`src/rtl/uart_tx_core.sv`:
```
// ---------------------------------------------------------------------------
// uart_tx_core
//   Serial transmit half of the UART. Accepts a byte on a start request and
//   shifts out an asynchronous frame: start bit, 8 data bits LSB first,
//   optional parity bit, then one or two stop bits. Bit timing comes from a
//   clock-cycle divider, so the whole block runs on the system clock.
//
// Parameters
//   CLKS_PER_BIT : clock cycles per serial bit (>= 2)
//   PARITY_EN    : 1 inserts a parity bit after the data bits
//   PARITY_ODD   : 1 selects odd parity, 0 even (ignored if PARITY_EN = 0)
//   STOP_BITS    : number of stop bits, 1 or 2
//
// Ports
//   clk         : system clock, rising edge
//   rst         : synchronous active-high reset
//   UART_STA_TX : start request, level-sensitive, sampled only in IDLE
//   UART_TxREG  : byte to send, captured on the accepting edge
//   UART_TXD    : registered serial output, idles high
//   UART_BUSY   : high while a frame is in progress
//   UART_DONE   : one-cycle pulse as the last stop bit completes
// ---------------------------------------------------------------------------
module uart_tx_core #(
    parameter int CLKS_PER_BIT = 868,
    parameter int PARITY_EN    = 0,
    parameter int PARITY_ODD   = 0,
    parameter int STOP_BITS    = 1
) (
    input  logic       clk,
    input  logic       rst,
    input  logic       UART_STA_TX,
    input  logic [7:0] UART_TxREG,
    output logic       UART_TXD,
    output logic       UART_BUSY,
    output logic       UART_DONE
);

    // The stop phase is counted as a single span of STOP_BITS bit periods,
    // so the counter has to reach CLKS_PER_BIT * STOP_BITS - 1.
    localparam int CNT_MAX = CLKS_PER_BIT * STOP_BITS - 1;
    localparam int CNT_W   = (CNT_MAX < 2) ? 1 : $clog2(CNT_MAX + 1);

    localparam logic [CNT_W-1:0] BIT_LAST  = CNT_W'(CLKS_PER_BIT - 1);
    localparam logic [CNT_W-1:0] STOP_LAST = CNT_W'(CNT_MAX);
    localparam logic             PAR_INV   = (PARITY_ODD != 0);
    localparam logic             PAR_ON    = (PARITY_EN != 0);

    typedef enum logic [2:0] {
        S_IDLE,
        S_START,
        S_DATA,
        S_PARITY,
        S_STOP
    } state_t;

    state_t           r_state;
    logic [CNT_W-1:0] r_cnt;
    logic [2:0]       r_idx;
    logic [7:0]       r_shift;
    logic             r_par;
    logic             r_txd;
    logic             r_busy;
    logic             r_done;

    state_t           w_state_nxt;
    logic [CNT_W-1:0] w_cnt_nxt;
    logic [2:0]       w_idx_nxt;
    logic [7:0]       w_shift_nxt;
    logic             w_par_nxt;
    logic             w_txd_nxt;
    logic             w_busy_nxt;
    logic             w_done_nxt;

    // Control state and registered outputs
    always_ff @(posedge clk) begin
        if (rst) begin
            r_state <= S_IDLE;
            r_cnt   <= '0;
            r_idx   <= '0;
            r_txd   <= 1'b1;
            r_busy  <= 1'b0;
            r_done  <= 1'b0;
        end else begin
            r_state <= w_state_nxt;
            r_cnt   <= w_cnt_nxt;
            r_idx   <= w_idx_nxt;
            r_txd   <= w_txd_nxt;
            r_busy  <= w_busy_nxt;
            r_done  <= w_done_nxt;
        end
    end

    // Frame payload; only ever read while busy, so it needs no reset
    always_ff @(posedge clk) begin
        r_shift <= w_shift_nxt;
        r_par   <= w_par_nxt;
    end

    always_comb begin
        w_state_nxt = r_state;
        w_cnt_nxt   = r_cnt;
        w_idx_nxt   = r_idx;
        w_shift_nxt = r_shift;
        w_par_nxt   = r_par;
        w_done_nxt  = 1'b0;

        unique case (r_state)
            S_IDLE: begin
                if (UART_STA_TX) begin
                    w_shift_nxt = UART_TxREG;
                    w_par_nxt   = (^UART_TxREG) ^ PAR_INV;
                    w_cnt_nxt   = '0;
                    w_idx_nxt   = '0;
                    w_state_nxt = S_START;
                end
            end
            S_START: begin
                if (r_cnt == BIT_LAST) begin
                    w_cnt_nxt   = '0;
                    w_idx_nxt   = '0;
                    w_state_nxt = S_DATA;
                end else begin
                    w_cnt_nxt = r_cnt + 1'b1;
                end
            end
            S_DATA: begin
                if (r_cnt == BIT_LAST) begin
                    w_cnt_nxt = '0;
                    if (r_idx == 3'd7) begin
                        w_state_nxt = PAR_ON ? S_PARITY : S_STOP;
                    end else begin
                        w_idx_nxt = r_idx + 3'd1;
                    end
                end else begin
                    w_cnt_nxt = r_cnt + 1'b1;
                end
            end
            S_PARITY: begin
                if (r_cnt == BIT_LAST) begin
                    w_cnt_nxt   = '0;
                    w_state_nxt = S_STOP;
                end else begin
                    w_cnt_nxt = r_cnt + 1'b1;
                end
            end
            S_STOP: begin
                if (r_cnt == STOP_LAST) begin
                    w_cnt_nxt   = '0;
                    w_done_nxt  = 1'b1;
                    w_state_nxt = S_IDLE;
                end else begin
                    w_cnt_nxt = r_cnt + 1'b1;
                end
            end
            default: begin
                w_cnt_nxt   = '0;
                w_idx_nxt   = '0;
                w_state_nxt = S_IDLE;
            end
        endcase

        // Outputs are decoded from the next state so that TXD/BUSY change on
        // the same edge the state does (start bit visible on the accepting edge).
        w_busy_nxt = (w_state_nxt != S_IDLE);
        unique case (w_state_nxt)
            S_START:  w_txd_nxt = 1'b0;
            S_DATA:   w_txd_nxt = w_shift_nxt[w_idx_nxt];
            S_PARITY: w_txd_nxt = w_par_nxt;
            default:  w_txd_nxt = 1'b1;
        endcase
    end

    assign UART_TXD  = r_txd;
    assign UART_BUSY = r_busy;
    assign UART_DONE = r_done;

endmodule

```
`config.mk`:
```
export PLATFORM = sky130hd
export DESIGN_NAME = uart_tx_core
export DESIGN_NICKNAME = d
export VERILOG_FILES = /design/src/rtl/uart_tx_core.sv
export SDC_FILE = /design/constraint.sdc
export NUM_CORES = 1
export LEC_CHECK = 0
export ABC_AREA = 1
export BUFFER_PORTS_ARGS = -buffer_cell sky130_fd_sc_hd__buf_4
export CORE_ASPECT_RATIO = 1.5
export CORE_MARGIN = 2
export CORE_UTILIZATION = 40
export DETAILED_ROUTE_END_ITERATION = 8
export HOLD_SLACK_MARGIN = 0.1
export PLACE_DENSITY = 0.59
export SLEW_MARGIN = 10
export SYNTH_ARGS = -nofsm -noshare
export SYNTH_HDL_FRONTEND = slang
export SYNTH_SLANG_ARGS = --single-unit
```
`constraint.sdc`:
```
create_clock -name clk -period 2.3 [get_ports clk]
set_clock_uncertainty 0.05 [all_clocks]
set_input_delay 0.23 -clock clk [delete_from_list [all_inputs] [get_ports clk]]
set_output_delay 0.23 -clock clk [all_outputs]
set_load 0.05 [all_outputs]
```
# [Yosys cells after proc, flatten, opt, wreduce, memory -nomap -nowiden]
# Index checks and enable logic that the tools add are counted.
[op_classes] addsub=2 magnitude_cmp=1 n_eq_ne=10 n_mux=23 n_bitwise=1 reduce_logical=6
[op_table] operator="$mux W3" n=10
[op_table] operator="$mux W10" n=2
[op_table] operator="$pmux W10 S2" n=1
[op_table] operator="$mux W8" n=2
[op_table] operator="$pmux W3 S5" n=1
[op_table] operator="$eq A3 B2 Y1 const B" n=4
[op_table] operator="$pmux W3 S4" n=1
[op_table] operator="$add A10 B1 Y10 const B" n=1
[op_table] operator="$eq A10 B10 Y1 const B" n=1
[op_table] operator="$reduce_xor A8 Y1" n=1
[op_table] operator="$eq A3 B1 Y1 const B" n=2
[op_table] operator="$eq A3 B3 Y1 const B" n=2
[op_table] operator="$lt A3 B4 Y1 const B" n=1
[op_table] operator="$mux W1" n=4
[op_table] operator="$reduce_or A2 Y1" n=2
[op_table] operator="$reduce_or A4 Y1" n=1
[op_table] operator="$add A3 B1 Y3 const B" n=1
[op_table] operator="$bmux W1 S3" n=1
[op_table] operator="$logic_not A3 Y1" n=1
[op_table] operator="$pmux W1 S3" n=1
[op_table] operator="$reduce_bool A3 Y1" n=1
[op_table] operator="$ne A2 B2 Y1 const B" n=1
[op_table] operator="$not A1 Y1" n=1
[totals] regBits=28 in_bits=11

# [Depth between registers and ports, before layout]
[logic_depth] ltp_word=7 ltp_mapped=14 mapped_depth_nobuf=14

# [Least setup slack after synthesis]
# Ideal clock, no wire load.
[synth_path] path_type="reg-to-reg" startpoint="register r_cnt[0]" endpoint="register r_txd, in the netlist UART_TXD" setup_time_ps=120 arrival_ps=1493 setup_slack_ps=637 path_stages_with_launch=15 n_path_buf=0 path_cell_list="dfxtp_1 ha_1 nand2_1 nor2_2 nand3_2 nand2_2 nand2_2 nand2_4 nand2_4 nand2_1 nand3_1 nand2_1 nand2_1 nand3_1 nand3_1"
[synth_between] elab_chain_len=6 word_cells_on_any_way=15 classes_between="eq/ne: 4; mux: 11"
[synth_lines] item="start, declared" line="57" rtl="logic [CNT_W-1:0] r_cnt;"
[synth_lines] item="start signal, assigned" line="85" rtl="r_cnt <= w_cnt_nxt;"
[synth_lines] item="$eq A10 B10 Y1 (*)"
[synth_lines] item="$mux W3 (on tied branches)" line="127, 118"
[synth_lines] item="$pmux W3 S4" line="107" rtl="unique case (r_state)"
[synth_lines] item="$bmux W1 S3" line="167" rtl="S_DATA: w_txd_nxt = w_shift_nxt[w_idx_nxt];"
[synth_lines] item="$mux W1 (not written as such)" line="167"
[synth_lines] item="$pmux W1 S3 (*)" line="165" rtl="unique case (w_state_nxt)"
[synth_lines] item="end signal, assigned" line="87" rtl="r_txd <= w_txd_nxt;"
[synth_lines] item="end, declared" line="61" rtl="logic r_txd;"
# Mark *: on every way between the ends. The rest lies on a longest branch, timed or not. The select of a mux whose other input is x is not followed.
# A chain may end at the register's enable or synchronous reset.

# [Worst setup path after layout]
# Same ends and word-level chain as after synthesis.

==> results.tsv <==
metric	value	unit
status	finished clean	
synth_edf_count	0	
final-setup-viol-count	0	
routedWlPerCell	11.9	microns
hold_buffers	0	
drc	0	
fp.coreArea	3890	sq um
rsz0062_at_grt	no	
ys_seq_area_share	35.4	%
ant_nets	0	
ioPinCount	14	
crit_path_end_kind	flop	
crit_fanout	7	
drt_iter0_markers	27	
synth_cell_types	32	
start_util	40.7	%
grt_max_degree	17	
max_freq	0.524	GHz
root_buffer	clkbuf_8	
worstPathRequired	2.43	ns
crit_path_start_kind	flop	
grt_pass1_vias	1378	
grt_usage	16.6	%
buffer_ports.inserted	13	
place_congestion	0.774	
dp_slack	0.409	ns
dr.pass1.iters	4	
vias	1421	
netlist_instances	225	
cts_sinks	28	
synthXorXnorAreaFrac	4.43	%
grt_overflow	0	
tritoncts	done	
drv_slew	0	
finalWorstSetupSlack	0.391	ns
tightest_slew	0.521	ns
fin_crit_sh	83.0	%
drive_gt1_share	20.1	%
fin_util	45.8	%
min_period	1.91	ns
postCtsSetupRepairBufs	0	
synth_fa_ha_area_share	1.58	%
viasPerCell	5.00	
wirelength	3370	microns
cp.arrival	2.04	ns
grt_pass1_wl	5980	microns
clock_latency	0.28	ns
dieWidth	55.4	microns
fin_total_pwr	1.09	mW
cts.repair.resized	0	
syn2layout_area_growth	12.6	%
cts_max_level	1	
synthMuxAreaShare	0	%
async_flop_share	0	%
power_density	610	nW/um^2
synth-simple-area-share	44.0	%
syn_area_per_cell	7.03	sq um
final-hold-violation-count	0	
path_class	flop to flop	
hpwl	2690	microns
hp-class	input pin to flop	
syn-num-nets	238	
setup_tns	0	ns
nets	253	
nFillCells	419	
synthesis.area	1580	sq um
antenna_cells	0	
rows	28	
drv_cap	0	
numCtsBuffers	3	
synth-compound-area-share	6.48	%
dieHeight	81.0	microns
synth_ff_type	dfxtp_1	
clk_path_buf_depth	2	
synth_top_family_by_area	simple AND/OR/NAND/NOR gates	
antenna_found_initial	0	
die_area	4490	sq um
path_clk_slew	0.10	ns
ys_warn_count	0	
ys_seq_elements	28	
fin_hold_ws	0.134	ns
p_leak	0.771	nW
slew-limit-headroom	65.3	%
peakVddDrop	470	uV
cells in the mapped netlist, types with 2 or more instances:
cell	instances	area share (%)
o21ai_0	2	0.63
nand4_1	2	0.79
buf_6	2	1.4
xnor2_1	5	2.8
inv_2	7	1.7
nor2_1	18	4.3
nand2_1	69	16
dfxtp_1	28	35
nor3_1	5	1.6
nor2_2	3	1.2
xor2_1	3	1.7
nor3_2	8	5.1
inv_1	20	4.7
nand2_4	2	1.4
nand3_2	2	1.3
nand3_1	18	5.7
nand2_2	4	1.6
ha_1	2	1.6
a21oi_1	12	3.8
cell type report:
cell class | count | area (sq um) | share of cell area (%)
Tap cell | 45 | 56.3 | 3.16
Inverter | 27 | 101 | 5.69
Clock inverter | 1 | 30.0 | 1.69
Clock buffer | 3 | 41.3 | 2.32
Timing Repair Buffer | 13 | 97.6 | 5.48
Multi-Input combinational cell | 167 | 895 | 50.2
Sequential cell | 28 | 561 | 31.5
path summary, 6_finish.rpt:
kind | startpoint | endpoint | depth (start not counted) | slack [ns]
worst max-delay path | r_cnt[0] | UART_TXD | 14 | 0.39
worst min-delay path | UART_TxREG[7] | r_shift[7] | 3 | 0.13
worst max register to register | r_cnt[0] | UART_TXD | 14 | 0.39
worst min register to register | r_shift[2] | r_shift[2] | 2 | 0.41
state kept, by name, summed over array words and instances, names as in the netlist:
name,flops
UART_TXD,1
r_par,1
r_idx,3
r_shift,8
UART_DONE,1
UART_BUSY,1
r_state,3
r_cnt,10
cells in the final DEF (no fill, tap or decap), drive strengths merged:
master / instances
nand2: 75
nor3b: 2
nor2: 23
a21oi: 12
nor4: 1
o21ba: 1
xor2: 3
nand3: 20
inv: 27
o21ai: 2
or2: 2
nand4: 2
bufinv: 1
o221ai: 1
xnor2: 5
ha: 2
and3: 1
clkbuf: 3
a31oi: 1
o21a: 1
nor3: 13
dfxtp: 28
buf: 13
critical path, stage by stage (launching register included):
cell and delay, ns:
dfxtp_1 0.38, ha_1 0.26, nand2_1 0.09, nor2_2 0.12, nand3_2 0.16, nand2_2 0.11
nand2_2 0.08, nand2_4 0.10, nand2_4 0.06, nand2_1 0.06, nand3_1 0.08, nand2_1 0.08
nand2_1 0.05, nand3_1 0.08, nand3_1 0.07
routing by layer:
| metal | up-vias | share of wire (%) | global-route usage, % |
|---|---|---|---|
| met5 | - | 0 | 0 |
| met4 | 0 | 0.95 | 5.12 |
| met3 | 2 | 1.7 | 1.91 |
| met2 | 10 | 57 | 33.6 |
| met1 | 662 | 40 | 17.7 |
| li1 | 747 | - | - |
power breakdown:
group          internal (mW)  switching [mW]
Combinational         0.0658          0.0992
Clock                  0.233           0.156
Sequential             0.519          0.0130
Total                  0.817           0.269
through the flow:
step / area [sq um] / instances
2_1_floorplan: 1580 / 225
3_3_place_gp: 1710 / 280
3_5_place_dp: 1710 / 280
4_1_cts: 1780 / 284
5_1_grt: 1780 / 284
6_report: 1780 / 284
kinds of logic after synthesis:
family                     count (synthesis)
adders and majority gates                  2
DFF                                       28
buffers and inverters                     30
and+or+nand+nor                          139
AOI/OAI and AO/OA                         18
xor gates and xnor gates                   8
Power figures use the tool's default switching activity.
